## src/rtl/gray_decode_arbiter.sv

```systemverilog
// gray_decode_arbiter: one bit-serial Gray-to-binary decoder shared by NREQ
// requesters through a round-robin arbiter.
//
// Ports:
//   clk, rst_n   - system clock (rising edge), asynchronous active-low reset
//   req_valid    - per-requester request valid
//   req_gray     - packed Gray words, requester k at [k*WIDTH +: WIDTH]
//   req_ready    - one-hot accept strobe, combinational, only high in IDLE
//   out_valid    - decoded result valid (held until out_ready)
//   out_ready    - consumer accepts result
//   out_binary   - decoded binary word, resolved MSB first, one bit per cycle
//   out_id       - index of the requester owning out_binary
//   busy         - high whenever the FSM is not in IDLE
module gray_decode_arbiter #(
    parameter int unsigned WIDTH = 4,
    parameter int unsigned NREQ  = 4,
    parameter int unsigned IDW   = 2
) (
    input  logic                    clk,
    input  logic                    rst_n,
    input  logic [NREQ-1:0]         req_valid,
    input  logic [NREQ*WIDTH-1:0]   req_gray,
    output logic [NREQ-1:0]         req_ready,
    output logic                    out_valid,
    input  logic                    out_ready,
    output logic [WIDTH-1:0]        out_binary,
    output logic [IDW-1:0]          out_id,
    output logic                    busy
);

    localparam int unsigned CW = (WIDTH > 2) ? $clog2(WIDTH) : 1;

    localparam logic [1:0] S_IDLE = 2'd0;
    localparam logic [1:0] S_CONV = 2'd1;
    localparam logic [1:0] S_DONE = 2'd2;

    logic [1:0]       state_q, state_d;
    logic [WIDTH-1:0] gray_q, gray_d;
    logic [WIDTH-1:0] bin_d;
    logic [IDW-1:0]   id_d;
    logic [IDW-1:0]   last_q, last_d;
    logic [CW-1:0]    cnt_q, cnt_d;
    logic [CW-1:0]    cnt_up;
    logic             valid_d;
    logic             busy_d;

    logic             grant_found;
    logic [IDW-1:0]   grant_idx;
    int unsigned      cand;
    logic [WIDTH-1:0] sel_gray;

    // Round-robin search starting one past the last granted requester.
    always_comb begin
        grant_found = 1'b0;
        grant_idx   = '0;
        cand        = 0;
        for (int unsigned i = 1; i <= NREQ; i++) begin
            cand = (32'(last_q) + i) % NREQ;
            if (!grant_found && req_valid[IDW'(cand)]) begin
                grant_found = 1'b1;
                grant_idx   = IDW'(cand);
            end
        end
    end

    // Mux the winning requester's Gray word.
    always_comb begin
        sel_gray = '0;
        for (int unsigned k = 0; k < NREQ; k++) begin
            if (grant_idx == IDW'(k)) begin
                sel_gray = req_gray[k*WIDTH +: WIDTH];
            end
        end
    end

    // Accept strobe is only offered while idle.
    always_comb begin
        req_ready = '0;
        if (state_q == S_IDLE && grant_found) begin
            req_ready = NREQ'(1) << grant_idx;
        end
    end

    // Bit position above the one being resolved this cycle.
    assign cnt_up = cnt_q + CW'(1);

    // Next-state and next-output logic.
    always_comb begin
        state_d = state_q;
        gray_d  = gray_q;
        bin_d   = out_binary;
        id_d    = out_id;
        last_d  = last_q;
        cnt_d   = cnt_q;
        valid_d = out_valid;

        case (state_q)
            S_IDLE: begin
                if (grant_found) begin
                    gray_d            = sel_gray;
                    id_d              = grant_idx;
                    last_d            = grant_idx;
                    bin_d[WIDTH-1]    = sel_gray[WIDTH-1];
                    cnt_d             = CW'(WIDTH - 2);
                    state_d           = S_CONV;
                end
            end
            S_CONV: begin
                bin_d[cnt_q] = out_binary[cnt_up] ^ gray_q[cnt_q];
                if (cnt_q == '0) begin
                    state_d = S_DONE;
                    valid_d = 1'b1;
                end else begin
                    cnt_d = cnt_q - CW'(1);
                end
            end
            S_DONE: begin
                if (out_ready) begin
                    valid_d = 1'b0;
                    state_d = S_IDLE;
                end
            end
            default: begin
                state_d = S_IDLE;
                valid_d = 1'b0;
            end
        endcase

        busy_d = (state_d != S_IDLE);
    end

    // State and registered outputs.
    always_ff @(posedge clk or negedge rst_n) begin
        if (!rst_n) begin
            state_q    <= S_IDLE;
            gray_q     <= '0;
            out_binary <= '0;
            out_id     <= '0;
            last_q     <= IDW'(NREQ - 1);
            cnt_q      <= '0;
            out_valid  <= 1'b0;
            busy       <= 1'b0;
        end else begin
            state_q    <= state_d;
            gray_q     <= gray_d;
            out_binary <= bin_d;
            out_id     <= id_d;
            last_q     <= last_d;
            cnt_q      <= cnt_d;
            out_valid  <= valid_d;
            busy       <= busy_d;
        end
    end

endmodule

```

## config.mk

```make
export PLATFORM = sky130hd
export DESIGN_NAME = gray_decode_arbiter
export DESIGN_NICKNAME = d
export VERILOG_FILES = /design/src/rtl/gray_decode_arbiter.sv
export SDC_FILE = /design/constraint.sdc
export NUM_CORES = 1
export LEC_CHECK = 0
export BUFFER_PORTS_ARGS = -buffer_cell sky130_fd_sc_hd__buf_2
export CORE_UTILIZATION = 44
export CTS_CLUSTER_DIAMETER = 30
export DETAILED_ROUTE_END_ITERATION = 8
export GPL_TIMING_DRIVEN = 0
export PLACE_DENSITY = 0.78
export SETUP_SLACK_MARGIN = 0.5
export SYNTH_ARGS = -nofsm -noshare
export SYNTH_HDL_FRONTEND = slang
export SYNTH_SLANG_ARGS = --single-unit
```

## constraint.sdc

```tcl
create_clock -name clk -period 1.94 [get_ports clk]
set_clock_uncertainty 0.05 [all_clocks]
set_input_delay 0.291 -clock clk [delete_from_list [all_inputs] [get_ports clk]]
set_output_delay 0.291 -clock clk [all_outputs]
set_load 0.1 [all_outputs]
```

==> results.ini <==
[drt]
drc_errors=0
dr.pass1.iters=4
wl_per_cell_um=15.2
via_per_inst=5.41
drtIter0Drc=24
totalWireLength_mm=3.06
ant_nets=0
dr_total_vias=1087

[floorplan]
fp.dieW_um=51.4
fp.dieH_um=51.4
die_area_um2=2640
core_um2=2250
fp-row-count=17
start_util_pct=47.7
ios=35

[placement]
hpwl_mm=1.79
placed_area_um2=1360
dpl.cell_count=172
routabilityCongestion=0.754
numPortBuffers=34

[logic_synthesis]
ys_async_sr_fraction_pct=100
ys_warn_count=0
avgSynthCellArea_um2=9.77
yosysSeqAreaShare_pct=42.1
ys_seq_elements=18
synth_edf_count=0
syn-num-nets=137
synthDistinctLibCells=32
netlist_area_um2=1070
synthCells=110
synthFlopType=dfrtp_1

[final_layout]
finalNonFillerCells=201
syn_to_final_growth_pct=67.2
nNetsFinal=201
drive_above_1_share_pct=59.0
diodes=0
design_area_um2=1800

[sta]
fmax_ghz=0.453
setup_viol=9
worst_pin_slew_ps=474
min_period_ps=2210
report.final.slew_viol_count=0
hold_viol_final=0
period_share_pct=114
finalWorstSetupSlack_ps=-267
slew_headroom_pct=68.3
rsz0062_at_grt=true

[critical_path]
worst_setup_path_start_kind=register
cp_data_arrival_time_ps=1870
rr_worst_depth=9
cp-startpoint=last_q[1]
rr_startpoint=last_q[1]
path_class=register to primary output
reg2reg_slack_ps=-140
reg2reg_to=gray_q[3]
critical_path.max_fanout=6
required_ps=1600
endpoint=req_ready[0]
critPathCaptureType=primary output

[global_routing]
grt_pass1_wl_mm=4.62
grt_pass1_vias=1056
grt_overflow_total=0
antenna_found_initial=0
grtUsageTotal_pct=24.2
grt_max_degree=19

[cts]
cts_buffer_depth=2
numCtsBuffers=3
cts_tree=done
cts_root_buf=clkbuf_4
clk_latency_ps=300
clk_pin_slew_ps=100
clock-sinks=18
htreeDepth=1

[run]
cap_violations=0

[status]
violations=negative setup slack
outcome=finished, violations left

[worst_hold_path]
min_path_type=input pin to register

metal layers:
metal / track usage, % / wire length, um / part of all wire, %
met5: 0 / 0 / 0
met4: 7.66 / 48 / 1.6
met3: 6.25 / 118 / 3.9
met2: 42.4 / 1610 / 53
met1: 28.6 / 1280 / 42
final cells by class:
cell class	instances	area (um2)
Clock buffer	4	36.3
Timing Repair Buffer	59	480
Multi-Input combinational cell	87	752
Tap cell	28	35.0
Sequential cell	18	464
Fill cell	150	458
Inverter	4	17.5
Buffer	1	11.3
sequential cells by signal (all words and copies together), names as in the netlist:
register,count
gray_q,4
out_binary,4
cnt_q,2
last_q,2
out_id,2
state_q,2
busy,1
out_valid,1
cell families after synthesis:
kind of cell             Yosys count  share of synthesized area (%)
AO/OA/AOI/OAI                     34                           22.0
XOR/XNOR                           1                           1.51
adder cells (fa/ha/maj)            4                           4.66
buffers and inverters              5                           1.86
flip-flops                        18                           42.1
multiplexers                       8                           9.78
AND/OR/NAND/NOR                   40                           18.0
cells in the mapped netlist (2+ instances only):
| cell type | number | area, um2 |
|---|---|---|
| o221ai_1 | 2 | 17.5 |
| dfrtp_1 | 16 | 400 |
| nand2_1 | 15 | 56.3 |
| ha_1 | 4 | 50.1 |
| dfstp_2 | 2 | 52.6 |
| a21o_1 | 3 | 22.5 |
| o211ai_1 | 3 | 22.5 |
| a21oi_1 | 5 | 25.0 |
| nand3_1 | 4 | 20.0 |
| nor2_1 | 11 | 41.3 |
| inv_1 | 4 | 15.0 |
| mux2i_1 | 6 | 60.1 |
| nor2b_1 | 2 | 12.5 |
| nand2_2 | 2 | 12.5 |
| o21ai_0 | 10 | 50.1 |
| mux4_2 | 2 | 45.0 |
| a31oi_1 | 3 | 18.8 |
| nand2b_1 | 2 | 12.5 |
placed cells by master (no fill, tap or decap), drive strengths merged, types with 2 or more instances in the layout:
cell type  netlist  routed
a21o             3       3
clkbuf           0       6
o221ai           2       2
dfrtp           16      16
mux4             2       2
o211ai           3       3
nand2b           2       2
nand3            4       4
o21ai           10      10
ha               4       4
a21oi            5       5
nor2            12      12
mux2i            6       6
dfstp            2       2
buf              1      57
nand2           17      17
nor2b            2       2
a31oi            3       3
a21boi           2       2
inv              4       4
metrics by stage:
stage                     utilization [%]  hold WS [ps]  setup TNS (ps)  setup WS [ps]
after floorplan                         -         -54.6            -333           -166
after global placement               60.1           184            -819           -247
after detailed placement             60.1           182            -978           -282
after CTS                            73.0           214            -896           -230
after global routing                 79.7           250           -1890           -306
final                                79.7           217           -1490           -267
worst min path at each step:
stage | to | start | depth (start not counted)
2_1_floorplan | busy | rst_n | 0
5_1_grt | out_valid | out_ready | 4
3_5_place_dp | busy | rst_n | 1
4_1_cts | out_valid | out_ready | 4
3_3_place_gp | out_id[0] | rst_n | 1
6_report | out_valid | out_ready | 4
worst max-delay path, stage by stage, from the launching register on:
cell and delay, ps:
dfstp_2 380, buf_6 120, buf_4 130, a211oi_2 360
o31ai_4 110, buf_6 150, nor2_4 120, buf_12 180
what timing repair did:
action / CTS / global route
buffers inserted: 15 / 9
pin swaps: 4 / 10
endpoints found under the hold margin: 16 / 0
setup endpoints to repair: 22 / 22
hold buffers: 1 / 0
resized for setup: 32 / 21
Power is left out: the tool's default activity adds up to more than one toggle a clock period on the data nets, which glitch-free logic cannot reach.
